--- src/rtl/memory_stage.sv ---
`default_nettype none
// ============================================================================
// Module   : memory_stage
// Purpose  : RV32I memory stage - load/store bus access with alignment and
//            timeout checking, writeback hand-off and branch redirect.
// Revision : 1.0 - initial release
// ============================================================================
module memory_stage #(
    parameter int MAX_WAIT = 15
) (
    input  logic        clk,
    input  logic        rst_n,
    // upstream handshake from execute
    input  logic        in_valid,
    output logic        in_ready,
    input  logic [31:0] instruction,
    input  logic [31:0] aluout,
    input  logic [31:0] store_data,
    input  logic        bt,
    input  logic [31:0] branch_addr,
    // data memory
    output logic        mem_req,
    output logic        mem_we,
    output logic [31:0] mem_addr,
    output logic [31:0] mem_wdata,
    output logic [3:0]  mem_be,
    input  logic        mem_ready,
    input  logic [31:0] mem_rdata,
    // writeback
    output logic        out_valid,
    input  logic        out_ready,
    output logic        wb_en,
    output logic [4:0]  wb_rd,
    output logic [31:0] wb_data,
    output logic        err,
    // fetch redirect
    output logic        redirect_valid,
    output logic [31:0] redirect_addr
);

    localparam logic [6:0] c_OP_LOAD  = 7'b0000011;
    localparam logic [6:0] c_OP_STORE = 7'b0100011;
    // Counter only needs to reach MAX_WAIT-1: the last waiting cycle exits.
    localparam int         c_CNT_W     = (MAX_WAIT > 1) ? $clog2(MAX_WAIT) : 1;
    localparam logic [c_CNT_W-1:0] c_WAIT_LAST = c_CNT_W'(MAX_WAIT - 1);

    typedef enum logic [1:0] {
        S_IDLE   = 2'd0,
        S_ACCESS = 2'd1,
        S_RESP   = 2'd2
    } state_t;

    state_t              r_state;
    state_t              w_state_next;

    logic [31:0]         r_addr;
    logic [1:0]          r_off;
    logic [2:0]          r_funct3;
    logic [4:0]          r_rd;
    logic                r_is_load;
    logic                r_we;
    logic [3:0]          r_be;
    logic [31:0]         r_wdata;
    logic [31:0]         r_wb_data;
    logic                r_wb_en;
    logic                r_err;
    logic                r_redirect_valid;
    logic [31:0]         r_redirect_addr;
    logic [c_CNT_W-1:0]  r_wait_cnt;

    logic [6:0]          w_opcode;
    logic [2:0]          w_funct3;
    logic [4:0]          w_rd;
    logic                w_is_load;
    logic                w_is_store;
    logic                w_is_mem;
    logic                w_fmt_ok;
    logic                w_align_ok;
    logic                w_access_ok;
    logic                w_bad;
    logic [3:0]          w_st_be;
    logic [31:0]         w_st_wdata;
    logic                w_accept;
    logic                w_in_access;
    logic                w_in_resp;
    logic                w_wait_last;
    logic [7:0]          w_load_byte;
    logic [15:0]         w_load_half;
    logic [31:0]         w_load_data;

    assign w_opcode    = instruction[6:0];
    assign w_funct3    = instruction[14:12];
    assign w_rd        = instruction[11:7];
    assign w_is_load   = (w_opcode == c_OP_LOAD);
    assign w_is_store  = (w_opcode == c_OP_STORE);
    assign w_is_mem    = w_is_load | w_is_store;
    assign w_access_ok = w_is_mem & w_fmt_ok & w_align_ok;
    assign w_bad       = w_is_mem & ~w_access_ok;

    assign w_in_access = (r_state == S_ACCESS);
    assign w_in_resp   = (r_state == S_RESP);
    assign w_accept    = in_valid & in_ready;
    assign w_wait_last = (r_wait_cnt == c_WAIT_LAST);

    // Size/alignment decode plus store lane steering; undefined funct3 stays !fmt_ok.
    always_comb begin
        w_fmt_ok   = 1'b0;
        w_align_ok = 1'b0;
        w_st_be    = 4'b0000;
        w_st_wdata = 32'h0000_0000;
        case (w_funct3)
            3'b000: begin
                w_fmt_ok   = 1'b1;
                w_align_ok = 1'b1;
                w_st_be    = 4'b0001 << aluout[1:0];
                w_st_wdata = {4{store_data[7:0]}};
            end
            3'b001: begin
                w_fmt_ok   = 1'b1;
                w_align_ok = ~aluout[0];
                w_st_be    = 4'b0011 << aluout[1:0];
                w_st_wdata = {2{store_data[15:0]}};
            end
            3'b010: begin
                w_fmt_ok   = 1'b1;
                w_align_ok = (aluout[1:0] == 2'b00);
                w_st_be    = 4'b1111;
                w_st_wdata = store_data;
            end
            3'b100: begin
                w_fmt_ok   = w_is_load;
                w_align_ok = 1'b1;
            end
            3'b101: begin
                w_fmt_ok   = w_is_load;
                w_align_ok = ~aluout[0];
            end
            default: begin
                w_fmt_ok   = 1'b0;
                w_align_ok = 1'b0;
            end
        endcase
    end

    always_comb begin
        w_load_byte = 8'h00;
        case (r_off)
            2'd0:    w_load_byte = mem_rdata[7:0];
            2'd1:    w_load_byte = mem_rdata[15:8];
            2'd2:    w_load_byte = mem_rdata[23:16];
            default: w_load_byte = mem_rdata[31:24];
        endcase
        w_load_half = r_off[1] ? mem_rdata[31:16] : mem_rdata[15:0];
        case (r_funct3)
            3'b000:  w_load_data = {{24{w_load_byte[7]}}, w_load_byte};
            3'b100:  w_load_data = {24'h000000, w_load_byte};
            3'b001:  w_load_data = {{16{w_load_half[15]}}, w_load_half};
            3'b101:  w_load_data = {16'h0000, w_load_half};
            default: w_load_data = mem_rdata;
        endcase
    end

    always_ff @(posedge clk or negedge rst_n) begin
        if (!rst_n) begin
            r_state <= S_IDLE;
        end else begin
            r_state <= w_state_next;
        end
    end

    always_comb begin
        w_state_next = r_state;
        case (r_state)
            S_IDLE: begin
                if (in_valid) begin
                    w_state_next = w_access_ok ? S_ACCESS : S_RESP;
                end
            end
            S_ACCESS: begin
                if (mem_ready || w_wait_last) begin
                    w_state_next = S_RESP;
                end
            end
            S_RESP: begin
                if (out_ready) begin
                    w_state_next = S_IDLE;
                end
            end
            default: w_state_next = S_IDLE;
        endcase
    end

    always_ff @(posedge clk or negedge rst_n) begin
        if (!rst_n) begin
            r_addr           <= 32'h0000_0000;
            r_off            <= 2'b00;
            r_funct3         <= 3'b000;
            r_rd             <= 5'd0;
            r_is_load        <= 1'b0;
            r_we             <= 1'b0;
            r_be             <= 4'b0000;
            r_wdata          <= 32'h0000_0000;
            r_wb_data        <= 32'h0000_0000;
            r_wb_en          <= 1'b0;
            r_err            <= 1'b0;
            r_redirect_valid <= 1'b0;
            r_redirect_addr  <= 32'h0000_0000;
            r_wait_cnt       <= '0;
        end else begin
            r_redirect_valid <= w_accept & bt;
            if (w_accept) begin
                if (bt) begin
                    r_redirect_addr <= branch_addr;
                end
                r_addr     <= {aluout[31:2], 2'b00};
                r_off      <= aluout[1:0];
                r_funct3   <= w_funct3;
                r_rd       <= w_rd;
                r_is_load  <= w_is_load;
                r_we       <= w_is_store & w_access_ok;
                r_be       <= (w_is_store & w_access_ok) ? w_st_be : 4'b0000;
                r_wdata    <= (w_is_store & w_access_ok) ? w_st_wdata : 32'h0000_0000;
                r_wb_data  <= w_is_mem ? 32'h0000_0000 : aluout;
                r_wb_en    <= ~w_is_store & ~w_bad & (w_rd != 5'd0);
                r_err      <= w_bad;
                r_wait_cnt <= '0;
            end else if (w_in_access) begin
                if (mem_ready) begin
                    if (r_is_load) begin
                        r_wb_data <= w_load_data;
                    end
                end else if (w_wait_last) begin
                    // Bus timeout: abandon the access and report it.
                    r_err   <= 1'b1;
                    r_wb_en <= 1'b0;
                end else begin
                    r_wait_cnt <= r_wait_cnt + c_CNT_W'(1);
                end
            end
        end
    end

    assign in_ready       = (r_state == S_IDLE);
    assign mem_req        = w_in_access;
    assign mem_we         = w_in_access & r_we;
    assign mem_be         = w_in_access ? r_be : 4'b0000;
    assign mem_addr       = r_addr;
    assign mem_wdata      = r_wdata;
    assign out_valid      = w_in_resp;
    assign wb_en          = w_in_resp & r_wb_en;
    assign err            = w_in_resp & r_err;
    assign wb_rd          = r_rd;
    assign wb_data        = r_wb_data;
    assign redirect_valid = r_redirect_valid;
    assign redirect_addr  = r_redirect_addr;

endmodule
`default_nettype wire
--- config.mk ---
export PLATFORM = sky130hd
export DESIGN_NAME = memory_stage
export DESIGN_NICKNAME = d
export VERILOG_FILES = /design/src/rtl/memory_stage.sv
export SDC_FILE = /design/constraint.sdc
export NUM_CORES = 1
export LEC_CHECK = 0
export ABC_CLOCK_PERIOD_IN_PS = 2300
export CELL_PAD_IN_SITES_DETAIL_PLACEMENT = 1
export CELL_PAD_IN_SITES_GLOBAL_PLACEMENT = 2
export CORE_AREA = 2 2 171 173
export CTS_CLUSTER_DIAMETER = 60
export DETAILED_ROUTE_END_ITERATION = 10
export DIE_AREA = 0 0 173 175
export PLACE_DENSITY = 0.91
export SLEW_MARGIN = 20
export SYNTH_ARGS = -nofsm -noshare
export SYNTH_HDL_FRONTEND = slang
export SYNTH_SLANG_ARGS = --single-unit
--- constraint.sdc ---
create_clock -name clk -period 2.3 [get_ports clk]
set_input_delay 0.345 -clock clk [delete_from_list [all_inputs] [get_ports clk]]
set_output_delay 0.345 -clock clk [all_outputs]
set_load 0.02 [all_outputs]
==> results.cfg <==
[grt]
grt_max_degree = 59
antenna_found_initial = 2
grt_pass1_wl_mm = 43.2
grt_pass1_vias = 7211
grt_overflow = 0
grt_use_total = 0.185

[finish]
finalNonFillerCells = 1384
multi_input_area_mm2 = 0.00296
post-route-util = 0.393
final_area_mm2 = 0.0112
ff_latch_area_mm2 = 0.00378
final_cell_mix = clkdlybuf4s50_1 (283), dfrtp_1 (150), nand2_1 (143), a21oi_1 (52), nor2_1 (39)
synthToLayoutAreaGrowth_pct = 59.4
mostFrequentLayoutCell = clkdlybuf4s50_1
nets = 1154
fill_cells = 3172
drive_gt1_frac = 0.139

[worst_setup_path]
critical_path_buf_inv_count = 1
path_depth = 3
cp_slowest_stage_delay_ns = 0.60
worst-path-max-fanout = 10
arrival_ns = 1.82
cp.required_ns = 1.96
rr_worst_depth = 6
cp_cell_sequence = nor2b_2 > and2_1 > clkdlybuf4s50_1
rr_startpoint = r_state[0]
worstSetupEndpointType = output pin
worstSetupStartpointType = flop
cpMaxStageDelayCell = clkdlybuf4s50_1
crit_type = flop to output pin
crit_start = r_state[1]
path_delay_family = buffers and inverters

[sta]
fmax_mhz = 462
rsz0062_at_grt = false
setup_ws_ns = 0.135
final-hold-violation-count = 0
drv_slew = 0
fin_crit_sh = 0.941
setup_viol = 0
layout_min_cycle_time_ns = 2.16
skew_ns = 0.0104
relSlewSlack = 0.642
worstMarginPinSlew_ns = 0.538

[synthesis]
avgSynthCellArea_um2 = 10.2
ys_seq_elements = 151
async_flop_share = 1.00
syn_inst = 687
yosysSeqAreaShare = 0.540
synth_area_mm2 = 0.00700
synth_ff_type = dfrtp_1
synth_cell_types = 53
synth_edf_count = 0
yosysWarningCount = 0

[power]
total_power_mw = 9.84
vdd_drop_max_uv = 352
p_per_area_mw_per_mm2 = 881
p_leak_nw = 4.82

[placed_design]
pre_cts_ws_ns = -0.0367
placed_area_mm2 = 0.0106
dp_hpwl_mm = 20.6
gp_congestion = 0.824
placed_cells_incl_taps = 1350
port_buffers = 290

[die]
die_w_um = 173
ios = 310
initial_core_util = 0.247
die_y_um = 175
rows = 62
dieArea_mm2 = 0.0303
core_area_mm2 = 0.0284

[clocking]
post_cts_buffers = 0
numCtsBuffers = 17
clk_pin_slew_ns = 0.07
clock_latency_ns = 0.43
clock_sinks = 151
cts_max_path_buffers = 2
cts_htree_levels = 4
cts-root-buf = clkbuf_16
cts_tree = built

[run]
drv_cap = 0

[detailed_routing]
drt-pass1-iter-count = 4
drc_errors = 0
vias = 6514
first_iter_violations = 323
wl_per_cell_um = 20.1
drt-total-wl_mm = 27.8
vias_per_cell = 4.71
drtAntennaViolNets = 0

[status]
outcome = completed

[worst_hold_path]
hp-class = input port to asynchronous set/reset pin
through the flow:
step	TNS, ns	hold slack (ns)
6_report	0	0.456
5_1_grt	0	0.481
4_1_cts	0	0.453
3_5_place_dp	-0.372	0.337
3_3_place_gp	-0.274	0.327
2_1_floorplan	0	0.0494
flip-flops by register name, indices dropped and copies added, names as in the netlist:
| signal | flops |
|---|---|
| r_state | 2 |
| r_funct3 | 3 |
| mem_addr | 30 |
| r_we | 1 |
| redirect_addr | 32 |
| mem_wdata | 32 |
| r_off | 2 |
| r_be | 4 |
| r_wait_cnt | 4 |
| wb_rd | 5 |
| r_is_load | 1 |
| wb_data | 32 |
| redirect_valid | 1 |
| r_wb_en | 1 |
| r_err | 1 |
worst reg2reg max path, delay by kind of cell (launching register included):
kind / cells / cell delay [ns]
muxes: 1 / 0.39
and+or+nand+nor: 2 / 0.46
DFF: 1 / 0.46
buffers and inverters: 3 / 0.57
where the power goes:
group	total, mW	internal [mW]	switching [mW]	leakage (nW)
Sequential	3.55	3.21	0.338	1.90
Clock	2.72	1.44	1.28	0.257
Combinational	3.57	1.73	1.84	2.66
synthesized netlist by cell type, drive strengths merged (2+ instances only):
cell type | number | area share
buf | 24 | 0.020
nor2b | 6 | 0.0054
a31oi | 4 | 0.0045
o31ai | 2 | 0.0021
nand3 | 9 | 0.0071
o221ai | 4 | 0.0050
nor3 | 3 | 0.0021
nor4 | 3 | 0.0070
clkbuf | 26 | 0.014
o21ai | 55 | 0.049
o221a | 2 | 0.0032
dfrtp | 151 | 0.54
nor2 | 40 | 0.022
mux2i | 24 | 0.034
or4 | 2 | 0.0027
mux2 | 34 | 0.055
nand2 | 143 | 0.077
a21oi | 52 | 0.037
a22o | 18 | 0.023
nand2b | 4 | 0.0036
o22ai | 4 | 0.0054
a32oi | 8 | 0.010
and2 | 8 | 0.0071
xor2 | 2 | 0.0025
and3 | 2 | 0.0018
inv | 8 | 0.0043
nor3b | 2 | 0.0021
a21o | 9 | 0.0096
ha | 2 | 0.0036
a22oi | 23 | 0.025
routing by layer:
layer,part of all wire,wire length (um),GRT usage
met2,0.48,13400,0.312
met5,0.00047,13,0
met3,0.092,2560,0.0711
met4,0.016,446,0.0484
met1,0.41,11400,0.222
cell families after synthesis:
kind of cell / after synthesis / share of synthesized area
AO/OA/AOI/OAI: 187 / 0.182
XOR/XNOR: 2 / 0.00250
adder cells (fa/ha/maj): 2 / 0.00357
buffers and inverters: 59 / 0.0391
flip-flops: 151 / 0.540
multiplexers: 58 / 0.0890
other: 1 / 0.000535
AND/OR/NAND/NOR: 227 / 0.144
path summary, 6_finish.rpt:
path,to,slack (ns)
max,wb_en,0.14
min,wb_data[11],0.46
max reg2reg,redirect_addr[15],0.31
min reg2reg,mem_addr[19],0.47
max in group asynchronous,r_off[1],1.07
min in group clk,mem_addr[19],0.47
what timing repair did:
| action | 4_1_cts | 5_1_grt |
|---|---|---|
| endpoints found under the setup margin | 7 | 3 |
| hold endpoints to repair | 49 | 0 |
| hold buffers | 1 | 0 |
| gates resized for setup | 6 | 2 |
final cells by class:
cell class	instances	area share
clock inverters	14	0.0104
clock buffers	18	0.0393
multi-input cells	478	0.266
well taps	384	0.0430
inverters	9	0.00303
diodes	1	0.000224
repair buffers	329	0.300
flip-flops and latches	151	0.339
(Power assumes the default switching activity.)
